## config.mk

```make
export PLATFORM = sky130hd
export DESIGN_NAME = sao_lcu_ctrl
export DESIGN_NICKNAME = d
export VERILOG_FILES = /design/src/rtl/sao_pkg.sv /design/src/rtl/sao_wr_pipe.sv /design/src/rtl/sao_lcu_ctrl.sv
export SDC_FILE = /design/constraint.sdc
export NUM_CORES = 1
export LEC_CHECK = 0
export ABC_CLOCK_PERIOD_IN_PS = 5800
export BUFFER_PORTS_ARGS = -buffer_cell sky130_fd_sc_hd__buf_2
export CAP_MARGIN = 20
export CORE_MARGIN = 5
export CORE_UTILIZATION = 55
export DETAILED_ROUTE_END_ITERATION = 10
export GPL_ROUTABILITY_DRIVEN = 0
export MAX_ROUTING_LAYER = met4
export PLACE_DENSITY_LB_ADDON = 0.2
export SYNTH_ARGS = -nofsm -noshare
export SYNTH_HDL_FRONTEND = slang
export SYNTH_SLANG_ARGS = --single-unit
```

## constraint.sdc

```tcl
create_clock -name clk -period 5.8 [get_ports clk]
set_input_delay 0.29 -clock clk [delete_from_list [all_inputs] [get_ports clk]]
set_output_delay 0.29 -clock clk [all_outputs]
set_load 0.005 [all_outputs]
```

## src/rtl/sao_pkg.sv

```systemverilog
`default_nettype none
// ============================================================================
// Module   : sao_pkg
// Purpose  : Shared definitions for the SAO LCU sequencer: frame geometry,
//            LCU size encodings, size lookups and the controller state type.
// Ports    : none (package)
// Revision : 1.0 - initial release
// ============================================================================
package sao_pkg;

  localparam int IMG_W  = 128;  // square frame, pixels per side
  localparam int ADDR_W = 14;   // log2(IMG_W*IMG_W)
  localparam int BUF_AW = 12;   // LCU buffer index, up to 64x64

  // lcu_size encodings; the reserved code behaves as 64x64
  localparam logic [1:0] LCU_SZ_16  = 2'd0;
  localparam logic [1:0] LCU_SZ_32  = 2'd1;
  localparam logic [1:0] LCU_SZ_64  = 2'd2;
  localparam logic [1:0] LCU_SZ_RSV = 2'd3;

  typedef enum logic [1:0] {
    LOAD  = 2'd0,
    PROC  = 2'd1,
    DRAIN = 2'd2,
    DONE  = 2'd3
  } state_t;

  // min(lcu_size, 2): log2(S/16)
  function automatic logic [1:0] size_code(input logic [1:0] lcu_size);
    size_code = (lcu_size == LCU_SZ_RSV) ? LCU_SZ_64 : lcu_size;
  endfunction

  // LCU side S in pixels
  function automatic logic [6:0] size_of(input logic [1:0] lcu_size);
    case (size_code(lcu_size))
      LCU_SZ_16: size_of = 7'd16;
      LCU_SZ_32: size_of = 7'd32;
      default:   size_of = 7'd64;
    endcase
  endfunction

  // pixels per LCU, N = S*S
  function automatic logic [12:0] npix_of(input logic [1:0] lcu_size);
    case (size_code(lcu_size))
      LCU_SZ_16: npix_of = 13'd256;
      LCU_SZ_32: npix_of = 13'd1024;
      default:   npix_of = 13'd4096;
    endcase
  endfunction

endpackage
`default_nettype wire

```

## src/rtl/sao_wr_pipe.sv

```systemverilog
`default_nettype none
// ============================================================================
// Module   : sao_wr_pipe
// Purpose  : DEPTH-stage delay line carrying the frame SRAM write strobe and
//            address, so the write lines up with the datapath result.
// Ports    : clk, reset (async, active-low)
//            in_valid/in_addr   - strobe and address at buffer-read issue
//            out_valid/out_addr - same, DEPTH cycles later
// Revision : 1.0 - initial release
// ============================================================================
module sao_wr_pipe #(
  parameter int DEPTH = 2,              // must be >= 1
  parameter int W     = sao_pkg::ADDR_W
) (
  input  logic         clk,
  input  logic         reset,
  input  logic         in_valid,
  input  logic [W-1:0] in_addr,
  output logic         out_valid,
  output logic [W-1:0] out_addr
);

  logic [DEPTH-1:0] r_vld;
  logic [W-1:0]     r_addr [DEPTH];

  // Reset clears the valid bits, so an aborted LCU leaves no stale writes.
  always_ff @(posedge clk or negedge reset) begin
    if (!reset) begin
      r_vld <= '0;
      for (int i = 0; i < DEPTH; i++) begin
        r_addr[i] <= '0;
      end
    end else begin
      r_vld[0]  <= in_valid;
      r_addr[0] <= in_addr;
      for (int i = 1; i < DEPTH; i++) begin
        r_vld[i]  <= r_vld[i-1];
        r_addr[i] <= r_addr[i-1];
      end
    end
  end

  assign out_valid = r_vld[DEPTH-1];
  assign out_addr  = r_addr[DEPTH-1];

endmodule
`default_nettype wire

```

## src/rtl/sao_lcu_ctrl.sv

```systemverilog
`default_nettype none
// ============================================================================
// Module   : sao_lcu_ctrl
// Purpose  : SAO sequencer. Loads one LCU of raster pixels into the local
//            buffer, then scans it pixel by pixel, emitting in-LCU
//            coordinates and delayed absolute frame SRAM writes.
// Ports    : clk, reset (async, active-low)
//            in_en                  - pixel valid, taken only while busy=0
//            lcu_x/lcu_y/lcu_size   - LCU position/size, sampled on pixel 0
//            buf_we/buf_waddr       - LCU buffer write port
//            buf_raddr/pix_x/pix_y  - buffer read index and coordinates
//            sram_we/sram_addr      - frame SRAM write, PIPE_LAT after read
//            busy/finish            - flow control / end-of-frame pulse
// Revision : 1.0 - initial release
// ============================================================================
module sao_lcu_ctrl #(
  parameter int IMG_W    = sao_pkg::IMG_W,
  parameter int ADDR_W   = sao_pkg::ADDR_W,
  parameter int BUF_AW   = sao_pkg::BUF_AW,
  parameter int PIPE_LAT = 2
) (
  input  logic              clk,
  input  logic              reset,
  input  logic              in_en,
  input  logic [2:0]        lcu_x,
  input  logic [2:0]        lcu_y,
  input  logic [1:0]        lcu_size,
  output logic              buf_we,
  output logic [BUF_AW-1:0] buf_waddr,
  output logic [BUF_AW-1:0] buf_raddr,
  output logic [5:0]        pix_x,
  output logic [5:0]        pix_y,
  output logic              sram_we,
  output logic [ADDR_W-1:0] sram_addr,
  output logic              busy,
  output logic              finish
);

  import sao_pkg::*;

  localparam int AW1    = ADDR_W + 1;
  localparam int DCNT_W = $clog2(PIPE_LAT + 2);

  state_t            r_state, w_state_nxt;
  logic [BUF_AW-1:0] r_cnt, w_cnt_nxt;
  logic [2:0]        r_lx, r_ly, w_lx_nxt, w_ly_nxt;
  logic [1:0]        r_ls, w_ls_nxt;
  logic [5:0]        r_px, r_py, w_px_nxt, w_py_nxt;
  logic [DCNT_W-1:0] r_dcnt, w_dcnt_nxt;
  logic              r_busy, w_busy_nxt;
  logic              r_finish, w_finish_nxt;

  logic [1:0]        w_ls_load;
  logic [12:0]       w_n_load;
  logic              w_accept;
  logic              w_last_pix;
  logic [6:0]        w_s;
  logic [5:0]        w_pmax;
  logic [7:0]        w_last_lcu;
  logic              w_at_end;
  logic              w_issue;
  logic [AW1-1:0]    w_row;
  logic [ADDR_W-1:0] w_issue_addr;

  // On pixel 0 the size register is not yet loaded, so the size being
  // sampled decides N; afterwards only the latched size counts, which keeps
  // mid-LCU changes of lcu_size from shortening or stretching the LCU.
  assign w_ls_load  = (r_cnt == '0) ? lcu_size : r_ls;
  assign w_n_load   = npix_of(w_ls_load);
  assign w_accept   = in_en & ~r_busy & (r_state == LOAD);
  assign w_last_pix = (13'(r_cnt) == (w_n_load - 13'd1));

  assign w_s        = size_of(r_ls);
  assign w_pmax     = 6'(w_s - 7'd1);
  assign w_last_lcu = 8'((IMG_W / 16) >> size_code(r_ls)) - 8'd1;
  assign w_at_end   = ({5'd0, r_lx} == w_last_lcu) && ({5'd0, r_ly} == w_last_lcu);

  always_ff @(posedge clk or negedge reset) begin
    if (!reset) begin
      r_state  <= LOAD;
      r_cnt    <= '0;
      r_lx     <= '0;
      r_ly     <= '0;
      r_ls     <= '0;
      r_px     <= '0;
      r_py     <= '0;
      r_dcnt   <= '0;
      r_busy   <= 1'b0;
      r_finish <= 1'b0;
    end else begin
      r_state  <= w_state_nxt;
      r_cnt    <= w_cnt_nxt;
      r_lx     <= w_lx_nxt;
      r_ly     <= w_ly_nxt;
      r_ls     <= w_ls_nxt;
      r_px     <= w_px_nxt;
      r_py     <= w_py_nxt;
      r_dcnt   <= w_dcnt_nxt;
      r_busy   <= w_busy_nxt;
      r_finish <= w_finish_nxt;
    end
  end

  always_comb begin
    w_state_nxt  = r_state;
    w_cnt_nxt    = r_cnt;
    w_lx_nxt     = r_lx;
    w_ly_nxt     = r_ly;
    w_ls_nxt     = r_ls;
    w_px_nxt     = r_px;
    w_py_nxt     = r_py;
    w_dcnt_nxt   = r_dcnt;
    w_busy_nxt   = r_busy;
    w_finish_nxt = 1'b0;

    case (r_state)
      LOAD: begin
        if (w_accept) begin
          if (r_cnt == '0) begin
            w_lx_nxt = lcu_x;
            w_ly_nxt = lcu_y;
            w_ls_nxt = lcu_size;
          end
          if (w_last_pix) begin
            w_cnt_nxt   = '0;
            w_busy_nxt  = 1'b1;
            w_state_nxt = PROC;
          end else begin
            w_cnt_nxt = r_cnt + BUF_AW'(1);
          end
        end
      end

      PROC: begin
        if (r_px == w_pmax) begin
          w_px_nxt = '0;
          if (r_py == w_pmax) begin
            w_py_nxt    = '0;
            w_dcnt_nxt  = '0;
            w_state_nxt = DRAIN;
          end else begin
            w_py_nxt = r_py + 6'd1;
          end
        end else begin
          w_px_nxt = r_px + 6'd1;
        end
      end

      // PIPE_LAT cycles flush the write pipe; the extra compare cycle makes
      // busy fall N + PIPE_LAT + 1 cycles after the last accepted pixel.
      DRAIN: begin
        if (r_dcnt == DCNT_W'(PIPE_LAT)) begin
          if (w_at_end) begin
            w_state_nxt  = DONE;
            w_finish_nxt = 1'b1;
          end else begin
            w_state_nxt = LOAD;
            w_busy_nxt  = 1'b0;
          end
        end else begin
          w_dcnt_nxt = r_dcnt + DCNT_W'(1);
        end
      end

      DONE: begin
        // terminal until reset; busy stays high
      end

      default: begin
        w_state_nxt = LOAD;
      end
    endcase
  end

  // Read side: px/py are zero outside PROC, so buf_raddr rests at 0.
  assign w_issue   = (r_state == PROC);
  assign buf_raddr = BUF_AW'(13'(r_py) * 13'(w_s) + 13'(r_px));
  assign pix_x     = r_px;
  assign pix_y     = r_py;

  // Absolute frame address at issue, one bit wider then truncated.
  assign w_row        = AW1'(r_ly) * AW1'(w_s) + AW1'(r_py);
  assign w_issue_addr = ADDR_W'(w_row * AW1'(IMG_W) + AW1'(r_lx) * AW1'(w_s) + AW1'(r_px));

  sao_wr_pipe #(
    .DEPTH (PIPE_LAT),
    .W     (ADDR_W)
  ) u_wr_pipe (
    .clk       (clk),
    .reset     (reset),
    .in_valid  (w_issue),
    .in_addr   (w_issue_addr),
    .out_valid (sram_we),
    .out_addr  (sram_addr)
  );

  assign buf_we    = w_accept;
  assign buf_waddr = r_cnt;
  assign busy      = r_busy;
  assign finish    = r_finish;

endmodule
`default_nettype wire
```

* Yosys cells after proc, flatten, opt, wreduce, memory -nomap -nowiden
Cells that the tools add are included.
W data, S select, Z words.
** Word-level totals
- Bits in registers :: 68
- Bits of input ports :: 11
- Output and inout port bits :: 54
- Word-level logic and storage cells :: 91
** Cells by class
- Add/sub/neg operators :: 11
- Multipliers :: 3
- Equal/unequal tests :: 19
- Shifts and indexed selects :: 1
- Muxes and demuxes :: 27
- Bitwise logic cells :: 3
- Reductions and logical operators :: 14
** Operators by type and width (number)
- $pmux W13 S2 :: 1
- $mux W2 :: 12
- $eq A3 B8 Y1 :: 2
- $add A14 B10 Y14 :: 1
- $add A14 B6 Y14 :: 1
- $ne A2 B2 Y1 const B :: 7
- $pmux W7 S2 :: 1
- $eq A12 B13 Y1 :: 1
- $sub A13 B1 Y13 const B :: 1
- $add A12 B1 Y12 const B :: 1
- $add A12 B6 Y12 :: 1
- $add A6 B1 Y6 const B :: 2
- $eq A6 B6 Y1 :: 2
- $logic_not A12 Y1 :: 1
- $mul A6 B7 Y12 :: 1
- $mux W12 :: 1
- $mux W6 :: 2
- $mul A3 B7 Y10 :: 1
- $eq A2 B2 Y1 const B :: 4
- $shr A4 B2 Y8 const A :: 1
- $sub A8 B1 Y8 const B :: 1
- $add A7 B6 Y7 :: 1
- $mul A3 B7 Y7 :: 1
- $mux W1 :: 7
- other kinds (17) :: 24

* Logic depth before layout (Yosys ltp)
- Depth in word-level cells :: 11
- Mapped depth :: 15
- Mapped depth without buffers :: 13

* By module
A second synthesis with hierarchy kept.
** Unflattened totals
- Cell total of the unflattened synthesis :: 403
- Area total of the unflattened synthesis :: 4214.0 um2
** Modules (own cells, without submodules)
- sao_lcu_ctrl :: times used 1, cells each 359, area an instance 3358.2 um2, seq. area each 950.9 um2
- sao_wr_pipe :: times used 1, cells each 44, area an instance 855.8 um2, seq. area each 750.7 um2

* Least setup slack after synthesis
No wires, ideal clock.
- Path type :: flip-flop to output port
- Start :: reg r_ls[1]
- End :: out buf_raddr[11]
- Arrival time :: 3.219 ns
- Data required time :: 5.510 ns
- Setup slack :: 2.291 ns
- Cell stages (with the launch flop) :: 14
- Buffers on the path :: 2
- Cells stage by stage :: dfrtp_1 > buf_2 > nor2b_1 > clkbuf_1 > and2_1 > ha_1 > ha_1 > fa_1 > ha_1 > ha_1 > a31oi_1 > o21bai_1 > a21oi_1 > xnor2_1
** Between the ends
- Cells in the longest elaborated chain, start to end :: 6
- Elaborated cells on any way between the ends :: 7
** Ends and longest elaborated chain
- from (decl) :: line sao_lcu_ctrl.sv:47 : logic [1:0] r_ls, w_ls_nxt;
- from (signal assigned) :: line sao_lcu_ctrl.sv:95 : r_ls <= w_ls_nxt;
- $eq A2 B2 Y1 :: line sao_pkg.sv:30 : size_code = (lcu_size == LCU_SZ_RSV) ? LCU_SZ_64 : lcu_size;
- $mux W2 (*) :: line sao_pkg.sv:30
- $eq A2 B1 Y1 / $logic_not A2 Y1 (equally long branches) :: line sao_pkg.sv:35 : case (size_code(lcu_size))
- $pmux W7 S2 (*) :: line sao_pkg.sv:35
- $mul A6 B7 Y12 (*) :: line sao_lcu_ctrl.sv:177 : assign buf_raddr = BUF_AW'(13'(r_py) * 13'(w_s) + 13'(r_px));
- $add A12 B6 Y12 (*) :: line sao_lcu_ctrl.sv:177
- to (decl) :: line sao_lcu_ctrl.sv:30 : output logic [BUF_AW-1:0] buf_raddr,
Every way passes the cells marked *; elsewhere a longest branch is shown, timed or not.

* Worst setup path after layout
Ends and elaborated chain as after synthesis.

==> impl_metrics.env <==
export IMPL_synth_fa_ha_area_frac=0.185
export IMPL_grt_pass1_wl_microns=14200
export IMPL_drt_iter0_markers=172
export IMPL_cts_num_sinks=68
export IMPL_crit_chain="nor2_1 > ha_1 > ha_1 > ha_1 > fa_1 > ha_1 > ha_1 > a31oi_1 > o21bai_1 > a21oi_1 > xnor2_1 > buf_2"
export IMPL_synth_cell_types=47
export IMPL_avgSynthCellArea_sq_um=10.5
export IMPL_critPathTopFamily="adder cells"
export IMPL_ir_worst_vdd_v=0.000107
export IMPL_start_util=0.570
export IMPL_syn_area_sq_um=4180
export IMPL_r2r_end="u_wr_pipe.r_addr[26]"
export IMPL_first_pass_iters=4
export IMPL_finish_net_count=514
export IMPL_worstSkewPairLatency_ns=0.34
export IMPL_ys_async_sr_fraction=1.00
export IMPL_power_density_nw_per_um2=199
export IMPL_cp_slowest_cell="nor2_1"
export IMPL_fmax_ghz=0.213
export IMPL_worstMarginPinSlew_ns=0.870
export IMPL_synth_cells=400
export IMPL_clkSlewWorstSetupHoldPaths_ns=0.07
export IMPL_cts_resized=0
export IMPL_wl_per_cell_microns=14.3
export IMPL_grt_pass1_vias=2977
export IMPL_ff2ff_setup_slack_ns=1.99
export IMPL_cts_buffers=9
export IMPL_rows=31
export IMPL_post_route_drc_count=0
export IMPL_min_period_over_period=0.810
export IMPL_fin_util=0.633
export IMPL_rsz0062_at_grt="no"
export IMPL_yosysWarnings=0
export IMPL_ys_ff_latch=68
export IMPL_drtAntennaViolNets=0
export IMPL_synth_edff_count=0
export IMPL_relSlewSlack=0.420
export IMPL_synth_compound_area_frac=0.0736
export IMPL_drv_slew=0
export IMPL_hold_class="in -> async"
export IMPL_cts_tree="built"
export IMPL_dp_hpwl_microns=5770
export IMPL_track_usage=0.187
export IMPL_min_period_ns=4.70
export IMPL_instances_no_fill=550
export IMPL_start_kind="flop"
export IMPL_synth_seq_area_share=0.407
export IMPL_yosys_area_share_simple=0.161
export IMPL_drv_cap=0
export IMPL_drive_above_1_share=0.222
export IMPL_design_core_area_sq_um=7330
export IMPL_critPathCaptureType="output port"
export IMPL_dieArea_sq_um=9440
export IMPL_power_leakage_nw=2.57
export IMPL_setup_violations=0
export IMPL_antenna_found_initial=0
export IMPL_area_growth_syn_to_layout_pct=11.0
export IMPL_hold_viol=0
export IMPL_mostFrequentLayoutCells="dfrtp_1, buf_2, ha_1"
export IMPL_grt_max_degree=69
export IMPL_path_common_cell="ha_1"
export IMPL_cts_hold_fix_buffers=0
export IMPL_slowest_delay_ns=0.76
export IMPL_ctsRootBufferMaster="clkbuf_8"
export IMPL_cp_required_ns=5.51
export IMPL_ff2ff_path_depth=11
export IMPL_viasPerCell=5.30
export IMPL_fp_dieW_microns=97.2
export IMPL_port_buffers=64
export IMPL_wl_microns=7850
export IMPL_dr_total_vias=2916
export IMPL_clockBufferDepth=2
export IMPL_antennaDiodeCount=0
export IMPL_worstPathArrival_ns=4.41
export IMPL_timing_rr_start="r_ls[1]"
export IMPL_fin_skew_ns=0.00929
export IMPL_synth_flop_cell="dfrtp_1"
export IMPL_die_h_microns=97.2
export IMPL_synth_top_family_by_area="adder cells"
export IMPL_cp_buffers_inverters=1
export IMPL_grt_overflow_total=0
export IMPL_postCtsSetupBuffers=0
export IMPL_crit_path_start="r_ls[1]"
export IMPL_syn_nets=468
export IMPL_crit_type="reg -> out"
export IMPL_setup_tns_ns=0
export IMPL_final_common_cell="dfrtp_1"
export IMPL_io_pin_count=65
export IMPL_htree_levels=3
export IMPL_synth_xor_area_share=0.0670
export IMPL_cp_max_fo=23
export IMPL_status="finished, final reports clean"
export IMPL_muxShareOfSynthArea=0.0341
export IMPL_place_inst=534
-- power by group --
group,internal (mW),switching [mW]
clock network,0.244,0.192
registers,0.474,0
logic,0.00299,0.0108
-- worst reg2reg max path, cell delays in order (launching register included) --
cell and delay (ns):
dfrtp_1 0.63, nor2_1 0.76, ha_1 0.32, fa_1 0.40, ha_1 0.34, ha_1 0.30
a21o_1 0.16, a21oi_1 0.22, o21bai_1 0.09, a21oi_1 0.24, nor2_1 0.10, xor2_1 0.15
-- per-stage QoR --
step / power (mW) / worst slack, ns / hold slack, ns / area [sq um]
2_1_floorplan: 0.483 / 2.29 / -0.00559 / 4180
6_report: 0.923 / 1.10 / 0.115 / 4640
4_1_cts: 0.935 / 1.09 / 0.172 / 4640
3_3_place_gp: 0.498 / 1.60 / 0.332 / 4420
3_5_place_dp: 0.498 / 1.49 / 0.335 / 4420
5_1_grt: 0.962 / 0.827 / 0.171 / 4640
-- cells by family after synthesis --
group | after synthesis
AOI/OAI and AO/OA | 49
xor gates and xnor gates | 32
adders and majority gates | 57
buffers and inverters | 53
DFF | 68
muxes | 13
and+or+nand+nor | 128
-- area by class of cell --
cell class,count,area (sq um)
Clock buffer,9,124
Clock inverter,7,98.8
Fill cell,598,2690
Inverter,23,86.3
Multi-Input combinational cell,279,2180
Sequential cell,68,1700
Tap cell,99,124
Timing Repair Buffer,65,328
-- routing by layer --
layer	vias to the layer above	global-route usage	routed length, microns	share of wire
li1	1434	-	-	-
met3	11	0.0495	384	0.049
met4	0	0.0518	105	0.013
met5	-	-	0	0
met1	1391	0.251	3720	0.47
met2	80	0.281	3640	0.46
-- flip-flops by register name, indices dropped and copies added (netlist names), 2 cells and up --
| register | flops |
|---|---|
| buf_waddr | 12 |
| pix_x | 6 |
| pix_y | 6 |
| r_dcnt | 2 |
| r_ls | 2 |
| r_lx | 3 |
| r_ly | 3 |
| r_state | 2 |
| u_wr_pipe.out_addr | 14 |
| u_wr_pipe.r_addr | 14 |
| u_wr_pipe.r_vld | 2 |
-- cells in the mapped netlist (all sizes together) (2+ instances only) --
| cell type | instances | area share |
|---|---|---|
| o31a | 2 | 0.0042 |
| xor2 | 8 | 0.017 |
| nand2 | 34 | 0.031 |
| and2 | 23 | 0.034 |
| xnor2 | 24 | 0.050 |
| mux2 | 10 | 0.027 |
| mux2i | 3 | 0.0072 |
| a31oi | 3 | 0.0045 |
| inv | 22 | 0.020 |
| buf | 26 | 0.048 |
| and3 | 6 | 0.0090 |
| clkbuf | 4 | 0.0036 |
| a21o | 5 | 0.0093 |
| nor4 | 4 | 0.0060 |
| a21oi | 12 | 0.014 |
| fa | 8 | 0.038 |
| dfrtp | 68 | 0.41 |
| nor2b | 2 | 0.0030 |
| or3 | 3 | 0.0048 |
| nand4 | 6 | 0.0090 |
| o21ai | 17 | 0.021 |
| o221ai | 2 | 0.0057 |
| o21bai | 2 | 0.0036 |
| nand2b | 2 | 0.0030 |
| nor3 | 3 | 0.0036 |
| nor3b | 2 | 0.0036 |
| o22ai | 2 | 0.0030 |
| ha | 49 | 0.15 |
| nor2 | 26 | 0.026 |
| nand3 | 13 | 0.016 |
-- how the worst max path moves through the flow --
stage               endpoint  slack, ns  depth (start not counted)
6_report       buf_raddr[11]       1.10                         12
3_3_place_gp   buf_raddr[11]       1.60                         12
3_5_place_dp   buf_raddr[11]       1.49                         12
2_1_floorplan  buf_raddr[11]       2.29                         13
4_1_cts        buf_raddr[11]       1.09                         12
5_1_grt        buf_raddr[11]       0.83                         12
(Power assumes the default switching activity.)
